**src/rtl/uart_tx_scheduler.sv**
```systemverilog
`default_nettype none
// ============================================================================
// Module   : uart_tx_scheduler
// Brief    : Round-robin sharing of one UART transmitter among NREQ byte
//            requesters, with inter-frame gap, frame timeout and a baud
//            divisor register that only changes while the link is quiet.
// Revision : 1.0
// ============================================================================
module uart_tx_scheduler #(
    parameter int         NREQ       = 4,
    parameter logic [7:0] DIV_RST    = 8'd10,
    parameter int         GAP_CYCLES = 2,
    parameter int         TIMEOUT    = 4096
) (
    input  logic                    clk,
    input  logic                    rst,
    input  logic [NREQ-1:0]         req,
    input  logic [8*NREQ-1:0]       req_data,
    output logic [NREQ-1:0]         ack,
    output logic [NREQ-1:0]         done,
    output logic                    err,
    output logic [$clog2(NREQ)-1:0] owner,
    output logic                    busy,
    input  logic                    div_wr,
    input  logic [7:0]              div_wdata,
    output logic [7:0]              div,
    output logic                    tx_start,
    output logic [7:0]              tx_data,
    input  logic                    tx_busy,
    input  logic                    tx_done
);

    localparam int OW = $clog2(NREQ);
    localparam int TW = $clog2(TIMEOUT + 1);
    localparam int GW = (GAP_CYCLES > 1) ? $clog2(GAP_CYCLES) : 1;

    localparam logic [1:0] c_IDLE  = 2'd0;
    localparam logic [1:0] c_START = 2'd1;
    localparam logic [1:0] c_WAIT  = 2'd2;
    localparam logic [1:0] c_GAP   = 2'd3;

    localparam logic [TW-1:0]   c_TMO_LAST = TW'(TIMEOUT - 1);
    localparam logic [GW-1:0]   c_GAP_LAST = GW'(GAP_CYCLES - 1);
    localparam logic [NREQ-1:0] c_ONE      = NREQ'(1);

    logic [1:0]      r_state;
    logic [1:0]      w_next_state;
    logic [OW-1:0]   r_last;
    logic [OW-1:0]   r_owner;
    logic [TW-1:0]   r_timer;
    logic [GW-1:0]   r_gap_cnt;
    logic [NREQ-1:0] r_ack;
    logic [NREQ-1:0] r_done;
    logic            r_err;
    logic            r_tx_start;
    logic [7:0]      r_tx_data;
    logic [7:0]      r_div;
    logic [7:0]      r_div_pend;
    logic            r_pend_vld;

    logic            w_grant_vld;
    logic [OW-1:0]   w_grant_idx;
    logic [OW-1:0]   w_scan_idx;
    logic [7:0]      w_grant_data;
    logic            w_tmo;
    logic            w_gap_end;
    logic            w_div_ok;
    logic            w_div_apply;

    // Rotating priority: the search starts just after the last served requester.
    always_comb begin
        w_grant_vld = 1'b0;
        w_grant_idx = '0;
        w_scan_idx  = '0;
        for (int k = 1; k <= NREQ; k++) begin
            w_scan_idx = OW'((int'(r_last) + k) % NREQ);
            if (!w_grant_vld && req[w_scan_idx]) begin
                w_grant_vld = 1'b1;
                w_grant_idx = w_scan_idx;
            end
        end
    end

    assign w_grant_data = req_data[{w_grant_idx, 3'b000} +: 8];
    assign w_tmo        = (r_timer == c_TMO_LAST);
    assign w_gap_end    = (r_gap_cnt == c_GAP_LAST);
    assign w_div_ok     = div_wr && (div_wdata >= 8'd2);
    assign w_div_apply  = (r_state == c_IDLE) && !tx_busy;

    always_ff @(posedge clk) begin
        if (rst) begin
            r_state <= c_IDLE;
        end else begin
            r_state <= w_next_state;
        end
    end

    always_comb begin
        w_next_state = r_state;
        case (r_state)
            c_IDLE:  if (w_grant_vld) w_next_state = c_START;
            c_START: if (!tx_busy) w_next_state = c_WAIT;
            c_WAIT:  if (tx_done || w_tmo) w_next_state = (GAP_CYCLES > 0) ? c_GAP : c_IDLE;
            c_GAP:   if (w_gap_end) w_next_state = c_IDLE;
            default: w_next_state = c_IDLE;
        endcase
    end

    always_comb begin
        busy = (r_state != c_IDLE);
    end

    always_ff @(posedge clk) begin
        if (rst) begin
            r_last     <= OW'(NREQ - 1);
            r_owner    <= '0;
            r_timer    <= '0;
            r_gap_cnt  <= '0;
            r_ack      <= '0;
            r_done     <= '0;
            r_err      <= 1'b0;
            r_tx_start <= 1'b0;
            r_tx_data  <= '0;
            r_div      <= DIV_RST;
            r_div_pend <= '0;
            r_pend_vld <= 1'b0;
        end else begin
            r_ack      <= '0;
            r_done     <= '0;
            r_err      <= 1'b0;
            r_tx_start <= 1'b0;
            r_gap_cnt  <= '0;
            case (r_state)
                c_IDLE: begin
                    if (w_grant_vld) begin
                        r_ack     <= c_ONE << w_grant_idx;
                        r_owner   <= w_grant_idx;
                        r_tx_data <= w_grant_data;
                    end
                end
                c_START: begin
                    if (!tx_busy) begin
                        r_tx_start <= 1'b1;
                        r_timer    <= '0;
                    end
                end
                c_WAIT: begin
                    if (tx_done) begin
                        r_done <= c_ONE << r_owner;
                        r_last <= r_owner;
                    end else if (w_tmo) begin
                        r_err  <= 1'b1;
                        r_last <= r_owner;
                    end else begin
                        r_timer <= r_timer + TW'(1);
                    end
                end
                c_GAP: begin
                    r_gap_cnt <= r_gap_cnt + GW'(1);
                end
                default: ;
            endcase

            // A write arriving in a quiet cycle bypasses the pending slot.
            if (w_div_ok) begin
                r_div_pend <= div_wdata;
                r_pend_vld <= 1'b1;
            end
            if (w_div_apply) begin
                if (w_div_ok) begin
                    r_div <= div_wdata;
                end else if (r_pend_vld) begin
                    r_div <= r_div_pend;
                end
                r_pend_vld <= 1'b0;
            end
        end
    end

    assign ack      = r_ack;
    assign done     = r_done;
    assign err      = r_err;
    assign owner    = r_owner;
    assign div      = r_div;
    assign tx_start = r_tx_start;
    assign tx_data  = r_tx_data;

endmodule

`default_nettype wire
```
**config.mk**
```make
export PLATFORM = sky130hd
export DESIGN_NAME = uart_tx_scheduler
export DESIGN_NICKNAME = d
export VERILOG_FILES = /design/src/rtl/uart_tx_scheduler.sv
export SDC_FILE = /design/constraint.sdc
export NUM_CORES = 1
export LEC_CHECK = 0
export CAP_MARGIN = 5
export CORE_MARGIN = 5
export CORE_UTILIZATION = 24
export DETAILED_ROUTE_END_ITERATION = 12
export SLEW_MARGIN = 20
export SYNTH_ARGS = -nofsm -noshare
export SYNTH_HDL_FRONTEND = slang
export SYNTH_SLANG_ARGS = --single-unit
```
**constraint.sdc**
```tcl
create_clock -name clk -period 2.35 [get_ports clk]
set_input_delay 0.5875 -clock clk [delete_from_list [all_inputs] [get_ports clk]]
set_output_delay 0.5875 -clock clk [all_outputs]
set_load 0.05 [all_outputs]
```
# == Yosys cells after proc, flatten, opt, wreduce, memory -nomap -nowiden ==
# Cells that the tools add are included.
# totals
register_bits,55
latchBits,0
mem_bits_rw,0
mem_bits_ro,0
output_inout_bits,29
n_memories,0
# op_classes
n_addsub,6
mul,0
div,0
n_lt_le_gt_ge,5
n_eq_ne,10
n_shift,3
mux,31
n_bitwise,6
n_reduce_logical,26
# ops
op,count
$mux W13,3
$shiftx A32 B6 Y8,1
$pmux W13 S2,1
$mux W2,10
$mux W8,2
$add A13 B1 Y13 const B,1
$eq A13 B12 Y1 const B,1
$lt A2 B3 Y1 const B,4
$ne A2 B2 Y1 const B,6
$mux W1,10
$reduce_or A3 Y1,3
$bmux W1 S2,4
$ge A8 B2 Y1 const B,1
$pmux W2 S4,1
$reduce_and A4 Y1,2
$reduce_bool A2 Y1,4
$shl A1 B2 Y4 const A,2
$not A1 Y1,6
$reduce_and A2 Y1,3
$reduce_or A2 Y1,3
$logic_and A1 B1 Y1,5
$add A2 B1 Y2 const B,2
$add A2 B2 Y2 const B,2
$eq A2 B2 Y1 const B,2
5 further kinds,8

# == Logic depth before layout (Yosys ltp) ==
# depth
word_depth,15
depth_mapped,8
depth_no_buf,7

# == Least setup slack after synthesis ==
# OpenSTA, ideal clock, no wires.
# synth_path
path_type,input to register
start,input port div_wdata[4]
end,"register r_div[1], in the netlist div[1]"
t_arrival_ps,2060
path_slack_ps,170
path_stages,6
cell_sequence,or4_4 o41ai_2 buf_6 mux2i_1 nor2b_1 a211o_1
# synth_between
elab_chain_len,4
elab_cells_between_ends,5
# synth_lines
element,line_no,rtl
start: declaration,25,"input logic [7:0] div_wdata,"
$ge A8 B2 Y1 *,87,assign w_div_ok = div_wr && (div_wdata >= 8'd2);
$logic_and A1 B1 Y1 *,87,
$reduce_bool A2 Y1 (no line),-,
$reduce_and A2 Y1 (no line),-,
end signal: assignment,171,r_div <= div_wdata;
end signal: assignment,173,r_div <= r_div_pend;
end: declaration,57,logic [7:0] r_div;
# Mark *: on every way between the ends. The rest lies on a longest branch, timed or not.
# A chain may end at the register's enable or synchronous reset.

# == Final worst setup path ==
# layout_path
start,"register r_owner[0], in the netlist owner[0]"
end,output port owner[0]
# layout_rtl
element,line_no,rtl
start: declaration,49,logic [OW-1:0] r_owner;
start signal: assignment,137,r_owner <= w_grant_idx;
end: declaration,22,"output logic [$clog2(NREQ)-1:0] owner,"
# No word-level cell between the ends.

==> impl_metrics.ini <==
[critical_path]
slowest_stage = clkdlybuf4s50_1
cp_top_family = buffers and inverters
r2r_slack_ns = 0.44
cp_max_fo = 7
max_stage_delay_ns = 0.84
cp-start-kind = register
worstPathCellList = clkdlybuf4s50_1
worstSetupPathType = register to output pin
critPathRequiredTime_ns = 1.76
cp.arrival_ns = 1.61
critPathBufInv = 1
end_kind = output pin

[floorplan]
row_count = 37
die_y_um = 112
die-width_um = 112
core-area_um2 = 10200
boundaryPins = 78
initial_core_util_pct = 24.3
dieArea_um2 = 12500

[grt]
grt_pass1_vias = 2135
grtUsageTotal_pct = 10.0
grt-ovfl-total = 0
grt_pass1_wl_mm = 10.4
grt_max_degree = 25
antenna_found_initial = 0

[timing]
setup_viol = 0
fmax_mhz = 456
worst_pin_slew_ns = 0.542
skew_ns = 0.00884
relSlewSlack_pct = 63.7
rsz0062_at_grt = no
finalHoldViolCount = 0
slew_violations = 0
min_period_ns = 2.19
finalCritPeriodShare_pct = 93.4
fin_tns_setup_ns = 0
setup_slack_ns = 0.156

[pwr]
p_leak_nw = 1.46
total_power_mw = 3.19
peakVddDrop_uv = 356
p_per_area_nw_per_um2 = 856

[clock_tree]
htree_num_levels = 2
cts_buffers = 5
cts_root_buffer = clkbuf_8
cts_hold_buf = 0
cts.path.max_buffers = 2
cts_tree = done
cts.sinks = 55
clock_latency_ns = 0.31
cts.clk_slew.worst_paths_ns = 0.11

[yosys]
yosys_warnings = 0
synth.net_count = 321
synthDominantCellAreaShare_pct = 44.3
synth-edff-count = 0
yosysTopAreaCell = dfxtp_1
synth-seq-cells = 55
synth_area_um2 = 2480
synthArstFlopShare_pct = 0
synth_ff_type = dfxtp_1
avgSynthCellArea_um2 = 9.34
yosysUniqueCellTypes = 47
synth-seq-area-share_pct = 44.3
netlist_instances = 266
synth_area_leaders = dfxtp_1 (44%), mux2i_1 (11%), nor2_1 (7.0%), ha_1 (3.0%), o221ai_1 (2.8%)

[worst_hold_path]
worstHoldPathType = register to register

[placement]
dp_hpwl_mm = 4.87
place_area_um2 = 3570
port_buffers = 77
gp_congestion = 0.750
place_ws_ns = -0.299

[routing]
drc = 0
wire_per_inst_um = 12.7
firstDrtPassIters = 4
wirelength_mm = 6.32
num_vias = 2195
final_antenna_net_count = 0
drtIter0Drc = 63
viasPerCell = 4.40

[status]
status = completed

[layout]
antenna_cells = 0
final_common_cell = clkdlybuf4s50_1
layout_common_cells = clkdlybuf4s50_1 (72), dfxtp_1 (55), nor2_1 (46), mux2i_1 (23), buf_4 (22)
nFillCells = 1039
final_area_um2 = 3720
layout-drive-gt1-share_pct = 12.7
fin_util_pct = 36.4
syn2layout_area_growth_pct = 49.8
fin_nets = 417

[run]
cap_violations = 0
## routing by layer
layer,share of wire [%],vias to the layer above,global-route usage (%)
met1,47,1011,12.9
met5,0,-,0
met2,48,44,16.6
met4,1.6,0,3.33
li1,-,1132,-
met3,3.6,8,2.23
## kinds of logic after synthesis
kind of cell               share of synthesized area, %
AOI/OAI and AO/OA                                  13.0
and+or+nand+nor                                    21.3
buffers and inverters                              3.88
muxes                                              10.9
xor gates and xnor gates                           3.53
DFF                                                44.3
adders and majority gates                          3.02
## through the flow
| step | hold slack (ns) | instances |
|---|---|---|
| floorplan | 0.396 | 266 |
| global placement | 0.406 | 489 |
| detailed placement | 0.410 | 489 |
| CTS | 0.435 | 497 |
| global route | 0.465 | 499 |
| finish | 0.441 | 499 |
## flip-flops by register name, summed over array words and instances, names as in the netlist
signal and count:
owner 2, r_div_pend 8, r_state 2, done 4
r_timer 13, err 1, tx_data 8, div 8
r_last 2, ack 4, tx_start 1, r_gap_cnt 1
r_pend_vld 1
## area by class of cell
class	count	area, µm²	share of cell area (%)
inverter	7	26.3	0.706
clock inverter	2	16.3	0.437
timing repair buffer	102	1010	27.1
multi-input combinational	191	1320	35.4
tap	136	170	4.57
clock buffer	6	82.6	2.22
sequential	55	1100	29.6
## power by group
group	switching [mW]	total, mW	leakage [nW]	internal [mW]
clock network	0.324	0.566	0.0474	0.242
logic	0.858	1.47	0.961	0.610
registers	0.0849	1.15	0.449	1.07
## synth_stat cells, types with 2 or more instances
cell      instances
nand2_1          14
xnor2_1           8
and3_1            5
a211oi_1          9
buf_6             2
nand3_1           5
clkbuf_1          7
nor3_1            7
nand4_1           4
nor2b_1           6
nor2_1           46
ha_1              6
mux2i_1          27
buf_2             2
inv_1             7
xor2_1            2
nand2b_1          7
dfxtp_1          55
a21oi_1           6
nor4_1            5
nor3b_1           2
o221ai_1          8
a211o_1           2
## path summary, 6_finish.rpt
kind,start,to,cells past startpoint
worst min-delay path,r_gap_cnt,r_gap_cnt,1
worst max-delay path,owner[0],owner[0],1
worst max register to register,r_state[1],r_timer[0],8
worst min register to register,r_gap_cnt,r_gap_cnt,1
## timing repair
item | 4_1_cts | 5_1_grt
resized for setup | 0 | 10
endpoints found under the setup margin | 0 | 12
setup buffers | 0 | 2
Power figures use the tool's default switching activity.
